===== src/rtl/counter_segments_multi_pkg.sv =====
// Shared constants for the multi-digit counter: active-high 7-segment glyphs
// (bit 0 = A ... bit 6 = G) and the per-radix digit limits.
package counter_segments_pkg;

  localparam logic [6:0] SEG_0     = 7'h3F;
  localparam logic [6:0] SEG_1     = 7'h06;
  localparam logic [6:0] SEG_2     = 7'h5B;
  localparam logic [6:0] SEG_3     = 7'h4F;
  localparam logic [6:0] SEG_4     = 7'h66;
  localparam logic [6:0] SEG_5     = 7'h6D;
  localparam logic [6:0] SEG_6     = 7'h7D;
  localparam logic [6:0] SEG_7     = 7'h07;
  localparam logic [6:0] SEG_8     = 7'h7F;
  localparam logic [6:0] SEG_9     = 7'h6F;
  localparam logic [6:0] SEG_A     = 7'h77;
  localparam logic [6:0] SEG_B     = 7'h7C;
  localparam logic [6:0] SEG_C     = 7'h39;
  localparam logic [6:0] SEG_D     = 7'h5E;
  localparam logic [6:0] SEG_E     = 7'h79;
  localparam logic [6:0] SEG_F     = 7'h71;
  localparam logic [6:0] SEG_BLANK = 7'h00;

  localparam logic [3:0] BCD_MAX = 4'd9;
  localparam logic [3:0] HEX_MAX = 4'd15;

  function automatic logic [6:0] seg_lookup(input logic [3:0] value);
    logic [6:0] seg;
    case (value)
      4'h0:    seg = SEG_0;
      4'h1:    seg = SEG_1;
      4'h2:    seg = SEG_2;
      4'h3:    seg = SEG_3;
      4'h4:    seg = SEG_4;
      4'h5:    seg = SEG_5;
      4'h6:    seg = SEG_6;
      4'h7:    seg = SEG_7;
      4'h8:    seg = SEG_8;
      4'h9:    seg = SEG_9;
      4'hA:    seg = SEG_A;
      4'hB:    seg = SEG_B;
      4'hC:    seg = SEG_C;
      4'hD:    seg = SEG_D;
      4'hE:    seg = SEG_E;
      default: seg = SEG_F;
    endcase
    return seg;
  endfunction

endpackage


===== src/rtl/counter_segments_multi_decoder.sv =====
// Combinational digit-to-glyph decoder (active-high). In BCD mode the
// unreachable values 10-15 render blank, as does an asserted blank flag.
module seven_seg_decoder
  import counter_segments_pkg::*;
#(
  parameter int HEX_MODE = 0
) (
  input  logic [3:0] i_digit,
  input  logic       i_blank,
  output logic [6:0] o_seg
);

  always_comb begin
    if (i_blank || (HEX_MODE == 0 && i_digit > BCD_MAX)) o_seg = SEG_BLANK;
    else                                                  o_seg = seg_lookup(i_digit);
  end

endmodule


===== src/rtl/counter_segments_multi.sv =====
// N-digit BCD/hex up/down counter with registered 7-segment outputs.
// Optional leading-zero blanking is enabled by defining LEADING_ZERO_BLANK_EN.
module counter_segments_multi
  import counter_segments_pkg::*;
#(
  parameter int NUM_DIGITS = 2,
  parameter int HEX_MODE   = 0,
  parameter int SATURATE   = 0,
  parameter int ACTIVE_LOW = 1
) (
  input  logic                    i_Clk,
  input  logic                    i_Rst,
  input  logic                    i_Inc,
  input  logic                    i_Dec,
  input  logic                    i_Clear,
  output logic [4*NUM_DIGITS-1:0] o_Count,
  output logic [7*NUM_DIGITS-1:0] o_Segments,
  output logic                    o_Wrap
);

  localparam int         CW        = 4 * NUM_DIGITS;
  localparam int         SW        = 7 * NUM_DIGITS;
  localparam logic [3:0] DIGIT_MAX = (HEX_MODE != 0) ? HEX_MAX : BCD_MAX;

  function automatic logic [SW-1:0] reset_segments();
    logic [SW-1:0] s;
    for (int k = 0; k < NUM_DIGITS; k++) begin
`ifdef LEADING_ZERO_BLANK_EN
      s[7*k +: 7] = (k == 0) ? SEG_0 : SEG_BLANK;
`else
      s[7*k +: 7] = SEG_0;
`endif
    end
    return (ACTIVE_LOW != 0) ? ~s : s;
  endfunction

  localparam logic [SW-1:0] SEG_RESET = reset_segments();

  logic [CW-1:0]         count_q, count_d, stepped;
  logic                  inc_prev_q, dec_prev_q;
  logic                  wrap_pend_q, wrap_pend_d;
  logic                  wrap_q;
  logic [SW-1:0]         seg_q, seg_d, dec_seg;
  logic [NUM_DIGITS-1:0] blank;
  logic [3:0]            digit;
  logic                  carry;
  logic                  inc_evt, dec_evt;

  assign inc_evt = i_Inc & ~inc_prev_q;
  assign dec_evt = i_Dec & ~dec_prev_q;

  // NOTE: every variable written here gets a default first, so no path can infer a latch.
  always_comb begin
    count_d     = count_q;
    wrap_pend_d = 1'b0;
    stepped     = count_q;
    carry       = 1'b1;
    digit       = '0;
    if (i_Clear) begin
      count_d = '0;
    end else if (inc_evt ^ dec_evt) begin
      // Ripple: a digit moves only while every lower digit rolled over.
      for (int k = 0; k < NUM_DIGITS; k++) begin
        digit = count_q[4*k +: 4];
        if (carry) begin
          if (inc_evt) begin
            if (digit == DIGIT_MAX) stepped[4*k +: 4] = 4'd0;
            else begin
              stepped[4*k +: 4] = digit + 4'd1;
              carry             = 1'b0;
            end
          end else begin
            if (digit == 4'd0) stepped[4*k +: 4] = DIGIT_MAX;
            else begin
              stepped[4*k +: 4] = digit - 4'd1;
              carry             = 1'b0;
            end
          end
        end
      end
      wrap_pend_d = carry;
      count_d     = (carry && SATURATE != 0) ? count_q : stepped;
    end
  end

`ifdef LEADING_ZERO_BLANK_EN
  logic upper_zero;

  always_comb begin
    blank      = '0;
    upper_zero = 1'b1;
    for (int k = NUM_DIGITS - 1; k > 0; k--) begin
      upper_zero = upper_zero && (count_q[4*k +: 4] == 4'd0);
      blank[k]   = upper_zero;
    end
  end
`else
  assign blank = '0;
`endif

  for (genvar g = 0; g < NUM_DIGITS; g++) begin : g_dec
    seven_seg_decoder #(.HEX_MODE(HEX_MODE)) u_dec (
      .i_digit (count_q[4*g +: 4]),
      .i_blank (blank[g]),
      .o_seg   (dec_seg[7*g +: 7])
    );
  end

  assign seg_d = (ACTIVE_LOW != 0) ? ~dec_seg : dec_seg;

  // NOTE: non-blocking assignments keep every flop sampling pre-edge values.
  always_ff @(posedge i_Clk) begin
    if (i_Rst) begin
      count_q     <= '0;
      // Tracking the inputs during reset stops a level already high at release from counting.
      inc_prev_q  <= i_Inc;
      dec_prev_q  <= i_Dec;
      wrap_pend_q <= 1'b0;
      wrap_q      <= 1'b0;
      seg_q       <= SEG_RESET;
    end else begin
      count_q     <= count_d;
      inc_prev_q  <= i_Inc;
      dec_prev_q  <= i_Dec;
      wrap_pend_q <= wrap_pend_d;
      wrap_q      <= wrap_pend_q;
      seg_q       <= seg_d;
    end
  end

  assign o_Count    = count_q;
  assign o_Segments = seg_q;
  assign o_Wrap     = wrap_q;

endmodule


===== config.mk =====
export PLATFORM = sky130hd
export DESIGN_NAME = counter_segments_multi
export DESIGN_NICKNAME = d
export VERILOG_FILES = /design/src/rtl/counter_segments_multi_pkg.sv /design/src/rtl/counter_segments_multi_decoder.sv /design/src/rtl/counter_segments_multi.sv
export SDC_FILE = /design/constraint.sdc
export NUM_CORES = 1
export LEC_CHECK = 0
export CAP_MARGIN = 20
export CORE_MARGIN = 2
export CORE_UTILIZATION = 50
export CTS_CLUSTER_DIAMETER = 50
export DETAILED_ROUTE_END_ITERATION = 8
export PLACE_DENSITY = 0.76
export SLEW_MARGIN = 30
export SYNTH_ARGS = -nofsm -noshare
export SYNTH_HDL_FRONTEND = slang
export SYNTH_SLANG_ARGS = --single-unit
export TNS_END_PERCENT = 30

===== constraint.sdc =====
create_clock -name i_Clk -period 2.6 [get_ports i_Clk]
set_clock_uncertainty 0.1 [all_clocks]
set_input_delay 0.39 -clock i_Clk [delete_from_list [all_inputs] [get_ports i_Clk]]
set_output_delay 0.39 -clock i_Clk [all_outputs]
set_load 0.01 [all_outputs]

# Word-level counts from Yosys, hierarchy flattened
# Memory sizes are Yosys's and may differ from the RTL's. A register that Yosys moved wholly into a read port is not among the register bits.
# Index checks and enable logic that the tools add are counted.
totals:
  register_bits: 26
  word_cells: 50
  memories: 2
  out_inout_bits: 23
  rom_bits: 224
mem_list:
  columns: ["name", "words", "word_bits", "read_ports", "rd_clocked_by_memory_dff", "write_ports", "line_no", "rtl"]
  rows:
  - ["(no name shown)", 16, 7, 1, 1, 0, "counter_segments_multi_pkg.sv:28", "case (value)"]
  - ["(no name shown)", 16, 7, 1, 1, 0, "counter_segments_multi_pkg.sv:28", null]
classes:
  eq_ne: 2
  bitwise: 8
  reduce_logical: 5
  mux: 20
  n_lt_le_gt_ge: 2
  n_addsub: 4
ops:
  columns: ["op", "n"]
  rows:
  - ["2-to-1 mux 4 bit", 10]
  - ["2-to-1 mux 7 bit", 2]
  - ["inverter 14 bit", 1]
  - ["adder 4 x 1 -> 4 bit (second input constant)", 2]
  - ["equality test 4 bit (second input constant)", 2]
  - ["greater-than comparator 4 bit (second input constant)", 2]
  - ["logical NOT 4 bit", 2]
  - ["2-to-1 mux 1 bit", 8]
  - ["subtractor 4 x 1 -> 4 bit (second input constant)", 2]
  - ["inverter 1 bit", 4]
  - ["OR reduction 4 bit", 1]
  - ["bitwise AND 1 bit", 2]
  - ["AND reduction 2 bit", 1]
  - ["OR reduction 2 bit", 1]
  - ["XOR 1 bit", 1]

# Depth between registers and ports, before layout
# Gate-level depths: netlist (run 1).
logic_depth:
  ltp_word: 8
  mapped_depth: 11

# Hierarchy
# From an unflattened synthesis (run 1), not the netlist that was laid out.
hier_totals:
  hier_cells: 207
  area_unflattened_um2: 1705.4
by_module_without_submodules:
  columns: ["mod", "area_per_inst_um2", "seq_area_each_um2", "n_inst", "cells_each"]
  rows:
  - ["counter_segments_multi", 1153.6, 520.5, 1, 128]
  - ["seven_seg_decoder at g_dec[1].u_dec", 277.8, 0.0, 1, 39]
  - ["seven_seg_decoder at g_dec[0].u_dec", 274.0, 0.0, 1, 40]

# Worst setup path after synthesis (run 1)
# Ideal clock, no wire load.
synth_path:
  path_kind: "reg-to-reg"
  startpoint: "reg count_q[0] (netlist: o_Count[0])"
  endpoint: "reg with a tool-made name"
  t_arrival_ns: 2.388
  setup_ns: 0.117
  setup_slack_ns: -0.004
  period_less_slack_ns: 2.604
  stages_incl_launch_ff: 12
  required_ns: 2.383
  cell_sequence: "dfxtp_1 > inv_1 > ha_1 > nor3b_4 > and3_2 > o21ai_0 > o22ai_1 > nor2_1 > ha_1 > inv_1 > mux2_2 > o22a_1"
synth_lines:
  columns: ["item", "line_no", "rtl"]
  rows:
  - ["start, declared", "counter_segments_multi.sv:39", "logic [CW-1:0] count_q, count_d, stepped;"]
  - ["start signal, assigned", "counter_segments_multi.sv:122", "count_q <= count_d;"]

==> results of run 1 <==
==> routing by layer <==
metal	vias to the layer above	track usage, %	share of wire (%)
met2	59	33.6	48
met1	860	25.4	45
met4	0	6.29	1.1
met3	6	3.56	5.3
met5	-	0	0
li1	945	-	-
==> stage by stage <==
step	setup TNS (ns)	cells
2_1_floorplan	0	233
3_3_place_gp	-0.817	337
3_5_place_dp	-1.56	337
4_1_cts	0	345
5_1_grt	-0.000534	345
6_report	0	345
==> layout by cell type (no fill, tap or decap), types with 3 or more instances in the layout <==
master           count
clkdlybuf4s50_1     27
xnor2_1              3
inv_1               20
nor2_1              15
mux2i_1             10
o21ai_1              3
o21ai_0              7
nand2b_1             3
ha_1                22
a2bb2oi_1            3
nand3_1              4
dfxtp_1             39
nor2b_1              3
clkbuf_8             5
nand2_1              9
buf_4               38
o221ai_1             3
a22oi_1              5
a21oi_1             18
==> synth_stat cells, types with 2 or more instances <==
cell type / count / area [um2]
a21boi_0: 2 / 15.0
a21oi_1: 19 / 95.1
a221oi_1: 2 / 17.5
a22oi_1: 5 / 37.5
a2bb2oi_1: 3 / 26.3
a311oi_2: 2 / 30.0
buf_2: 2 / 10.0
buf_6: 3 / 33.8
clkbuf_1: 2 / 7.51
clkbuf_8: 3 / 41.3
dfxtp_1: 40 / 801
ha_1: 22 / 275
inv_1: 20 / 75.1
mux2_2: 2 / 22.5
mux2i_1: 10 / 100
nand2_1: 9 / 33.8
nand2b_1: 3 / 18.8
nand3_1: 4 / 20.0
nand3b_1: 2 / 15.0
nor2_1: 17 / 63.8
nor2b_1: 4 / 25.0
o21ai_0: 7 / 35.0
o21ai_1: 3 / 15.0
o21bai_1: 2 / 15.0
o221ai_1: 3 / 26.3
o22ai_1: 2 / 12.5
xnor2_1: 3 / 26.3
==> worst reg2reg max path: cells and delay by family, from the launching register on <==
kind                     cells  cell delay (ns)
flip-flops                   1             0.37
buffers and inverters        2             0.16
AO/OA/AOI/OAI                3             0.50
multiplexers                 1             0.27
AND/OR/NAND/NOR              3             0.56
adder cells (fa/ha/maj)      2             0.42
==> power breakdown <==
group | internal (W) | switching, W | total (W) | leakage [nW]
Combinational | 0.000119 | 0.000109 | 0.000228 | 0.769
Clock | 0.000285 | 0.000218 | 0.000503 | 0.0552
Sequential | 0.000640 | 0.0000112 | 0.000651 | 0.327
Total | 0.00104 | 0.000338 | 0.00138 | 1.15
==> final cells by class <==
class / count / area, um2
tap: 52 / 65.1
timing repair buffer: 65 / 556
fill: 365 / 1460
multi-input combinational: 160 / 1260
clock buffer: 6 / 72.6
inverter: 20 / 75.1
sequential: 40 / 802
clock inverter: 2 / 35.0
==> worst max-delay path by stage <==
stage	slack (ns)	endpoint	cells after the start	start
3_5_place_dp	-0.30	flop	9	i_Dec
4_1_cts	0.003	flop	9	i_Dec
2_1_floorplan	0.04	flop	11	o_Count[1]
5_1_grt	-0.0005	flop	12	o_Count[0]
3_3_place_gp	-0.18	flop	9	i_Dec
6_report	0.13	flop	11	o_Count[0]
==> kinds of logic (layout without fill, tap and decap cells) <==
| logic type | after synthesis | count (layout) | share of synthesized area (%) |
|---|---|---|---|
| adder cells (fa/ha/maj) | 22 | 22 | 12.3 |
| AND/OR/NAND/NOR | 55 | 55 | 14.9 |
| AO/OA/AOI/OAI | 68 | 68 | 21.8 |
| XOR/XNOR | 3 | 3 | 1.17 |
| buffers and inverters | 33 | 93 | 8.55 |
| flip-flops | 40 | 40 | 35.8 |
| multiplexers | 12 | 12 | 5.47 |
==> results.toml, run 1 <==
[routing]
ant_nets = 0
drc = 0
drtIter0Drc = 86
wl_mm = 4.71
wl_per_cell_um = 13.6
firstDrtPassIters = 4
vias = 1870
avgViaCountPerCell = 5.42

[clock_tree]
cts.path.max_buffers = 2
insertion_delay_ns = 0.30
ctsResizeCount = 0
clk_pin_slew_worst_paths_ns = 0.08
cts_tree = "yes"
cts-root-buf = "clkbuf_8"
post_cts_buffers = 0
cts-buffers-inserted = 5
cts_hold_repair.buffers = 0
cts_num_sinks = 40
h-tree-depth = 2

[die]
core_area_um2 = 4320
die-height_um = 70.9
io_pins = 28
dieArea_um2 = 5030
die_w_um = 70.9
initial_core_util_pct = 51.8
num_rows = 24

[worst_setup_path]
cp_cell_sequence = "inv_1 -> ha_1 -> nor3b_4 -> and3_2 -> o21ai_0 -> o22ai_1 -> nor2_2 -> inv_1 -> ha_1 -> mux2_2 -> o22a_1"
rrSetupSlack_ns = 0.13
crit_buf_inv = 2
ff2ff_path_depth = 11
worstPathMaxFanout = 4
cpPeakStageDelay_ns = 0.37
end_kind = "flop"
critPathKind = "flop to flop"
crit_slowest_cell = "dfxtp_2"
critical-path-top-delay-family = "simple AND/OR/NAND/NOR gates"
required_ns = 2.70
cp.arrival_ns = 2.57
timing.rr.start = "o_Count[0]"
crit_path_start_kind = "flop"

[placed_design]
place_ws_ns = -0.304
place_congestion = 0.898
io_buffers = 27
placed_cell_area_um2 = 2750
hpwlAfterDp_mm = 3.44

[yosys]
ys.flop_type = "dfxtp_1"
synth.distinct_cells = 64
syn_area_um2 = 2240
synth_nets = 260
ys_seq_elements = 40
synth-edff-count = 0
yosys_warnings = 0
async_flop_share_pct = 0
synth_area_per_cell_um2 = 9.61
syn-instance-count = 233
ys_seq_area_share_pct = 35.8

[power_and_ir_drop]
p_per_area_nw_per_um2 = 482
p_leak_nw = 1.15
peakVddDrop_v = 0.000307
p_total_w = 0.00138

[timing]
tightest_slew_ns = 0.554
finalCritPeriodShare_pct = 94.9
finalSetupViolCount = 0
clock.fmax_ghz = 0.405
setup_ws_ns = 0.132
hold_viol = 0
maxSlewHeadroom_pct = 62.8
finalMaxSlewViolations = 0
fin_crit_ns = 2.47
fin_hold_ws_ns = 0.296

[hold_path]
whs_path_depth = 1
min_to = "o_Segments[6]"
hp-class = "flop to flop"

[flow_run]
drv_cap = 0

[final_layout]
areaGrowthSynthToFinish_pct = 28.1
drive_gt1_share_pct = 23.9
finish.instance_area_um2 = 2870
post-route-util_pct = 66.3
nets = 319
diodes = 0

[global_route]
grt_max_degree = 17
antenna_found_initial = 0
grt_pass1_wl_mm = 7.95
grt_usage_pct = 19.7
grt_pass1_vias = 1760
overflow = 0

[outcome]
status = "finished clean"
(Power assumes the default switching activity.)
==> run 2: changes to the inputs <==
--- a/config.mk
+++ b/config.mk
@@ -10,9 +10,9 @@
 export CORE_UTILIZATION = 50
 export CTS_CLUSTER_DIAMETER = 50
 export DETAILED_ROUTE_END_ITERATION = 8
+export HOLD_SLACK_MARGIN = 0.05
 export PLACE_DENSITY = 0.76
 export SLEW_MARGIN = 30
 export SYNTH_ARGS = -nofsm -noshare
 export SYNTH_HDL_FRONTEND = slang
 export SYNTH_SLANG_ARGS = --single-unit
-export TNS_END_PERCENT = 30
==> results of run 2 <==
Final layout, timing and power as in run 1 (identical DEF).
==> run 3: changes to the inputs <==
--- a/config.mk
+++ b/config.mk
@@ -7,11 +7,12 @@
 export LEC_CHECK = 0
 export CAP_MARGIN = 20
 export CORE_MARGIN = 2
-export CORE_UTILIZATION = 50
+export CORE_UTILIZATION = 38
 export CTS_CLUSTER_DIAMETER = 50
+export CTS_CLUSTER_SIZE = 25
 export DETAILED_ROUTE_END_ITERATION = 8
 export HOLD_SLACK_MARGIN = 0.05
-export PLACE_DENSITY = 0.76
+export REMOVE_ABC_BUFFERS = 1
 export SLEW_MARGIN = 30
 export SYNTH_ARGS = -nofsm -noshare
 export SYNTH_HDL_FRONTEND = slang
==> run 3 against run 2 <==
Against the previous run:
- sequential power hardly changed
- hold slack worse by 0.0066 ns
- via count is 1.8% lower
- largest power group unchanged
- routed wire length is 1.3% lower
- maximum frequency is 0.58% higher
- combinational power is 4% lower
- global-route usage is 3.7 points lower
- flip-flop and latch count stayed put
- critical path type is now input port to flop
- sequential share of layout area is 0.21 points lower
- count of clock-buffer cells in the layout is 1 lower
==> results.toml, run 3 (synthesis results as in run 1) <==
[outcome]
status = "finished clean"

[worst_setup_path]
cpPeakStageDelay_ns = 0.51
crit_path_start_kind = "input port"
crit_slowest_cell = "clkdlybuf4s50_1"
critPathKind = "input port to flop"
cp_cell_sequence = "clkdlybuf4s50_1 -> nor2b_4 -> mux2i_1 -> o221ai_1 -> a21oi_2 -> inv_1 -> ha_1 -> mux2_2 -> o22a_1"
required_ns = 2.70
cp.arrival_ns = 2.55
critical-path-top-delay-family = "buffers and inverters"
end_kind = "flop"
crit_buf_inv = 2
worstPathMaxFanout = 4

[placed_design]
place_ws_ns = -0.237
hpwlAfterDp_mm = 3.59
io_buffers = 27
place_congestion = 0.832

[global_route]
grt_pass1_vias = 1769
overflow = 0
antenna_found_initial = 0
grt_pass1_wl_mm = 8.13
grt_max_degree = 15
grt_usage_pct = 16.1

[final_layout]
final_cell_mix = "39 x dfxtp_1, 34 x buf_4, 27 x clkdlybuf4s50_1"
multi_input_area_um2 = 1280
drive_gt1_share_pct = 24.6
final_common_cell = "dfxtp_1"
ff_latch_area_um2 = 802
fillers = 535
nets = 315
diodes = 0
areaGrowthSynthToFinish_pct = 29.1

[power_and_ir_drop]
p_per_area_nw_per_um2 = 479
p_leak_nw = 1.14
p_total_w = 0.00139
peakVddDrop_v = 0.000266

[clock_tree]
cts_num_sinks = 40
h-tree-depth = 2
cts_tree = "yes"
cts-root-buf = "clkbuf_8"
insertion_delay_ns = 0.30
cts_hold_repair.buffers = 0
cts.path.max_buffers = 2
clk_pin_slew_worst_paths_ns = 0.08
cts-buffers-inserted = 5

[die]
die-height_um = 80.8
dieArea_um2 = 6520
core_area_um2 = 5610
num_rows = 27
io_pins = 28
initial_core_util_pct = 39.9
die_w_um = 80.8

[timing]
finalCritPeriodShare_pct = 94.4
finalMaxSlewViolations = 0
fin_crit_ns = 2.45
hold_viol = 0
setup_ws_ns = 0.147
maxSlewHeadroom_pct = 65.3
tightest_slew_ns = 0.517
finalSetupViolCount = 0
clock.fmax_ghz = 0.408

[routing]
avgViaCountPerCell = 5.09
drtIter0Drc = 142
wl_mm = 4.65
wl_per_cell_um = 12.9
ant_nets = 0
vias = 1837
drc = 0
firstDrtPassIters = 4

[flow_run]
drv_cap = 0

[hold_path]
hp-class = "flop to flop"
## run 3: cell count changes in the layout (fill, tap and decap cells not counted), sizes merged
cell      before  now
buf           38   34
clkbuf         6    5
clkinv         1    0
clkinvlp       0    1
inv           20   21
## run 3: final timing paths
kind / from / end / slack, ns / cells after the start
worst max register to register: o_Count[4] / flop / 0.15 / 10
worst min-delay path: flop / o_Segments[13] / 0.29 / 1
worst max-delay path: i_Inc / flop / 0.15 / 9
worst min register to register: flop / o_Segments[13] / 0.29 / 1
## run 3: worst register-to-register path, cell delays in order, from the launching register on
cell and delay (ns):
dfxtp_1 0.45, inv_1 0.12, ha_1 0.29, nand2b_1 0.10
mux2_2 0.16, o221ai_1 0.16, a21oi_2 0.23, inv_1 0.12
ha_1 0.19, mux2_2 0.25, o22a_1 0.19
## run 3: cell type report
type | instances | share of cell area (%)
clock buffers | 5 | 2.38
clock inverters | 3 | 1.60
inverters | 20 | 2.60
multi-input cells | 160 | 44.4
flip-flops and latches | 40 | 27.7
well taps | 72 | 3.12
repair buffers | 61 | 18.2
## run 3: stage by stage
step	cells	setup TNS [ns]	cell area (um2)	utilization [%]	hold WS (ns)
after detailed placement	353	-1.52	2740	48.8	0.278
final	361	0	2890	51.5	0.290
after global routing	361	-0.0240	2890	51.5	0.313
after floorplan	220	-0.00885	2120	-	0.265
after global placement	353	-0.960	2740	48.8	0.267
after CTS	361	0	2850	50.9	0.296
## run 3: timing repair
item	in CTS	in global routing
setup endpoints to repair	0	12
buffers inserted	0	0
gates resized for setup	0	11
hold endpoints to repair	0	0
## run 3: power by group
part	internal (W)	total (W)	switching (W)
logic	0.000114	0.000220	0.000106
registers	0.000640	0.000653	0.0000128
clock network	0.000289	0.000512	0.000223
total	0.00104	0.00139	0.000342
## run 3: routing by layer
| layer | share of wire [%] | track usage, % | vias to the layer above |
|---|---|---|---|
| li1 | - | - | 941 |
| met1 | 47 | 20.5 | 857 |
| met2 | 47 | 26.4 | 35 |
| met3 | 4.3 | 4.78 | 4 |
| met4 | 1.1 | 4.58 | 0 |
| met5 | 0 | 0 | - |
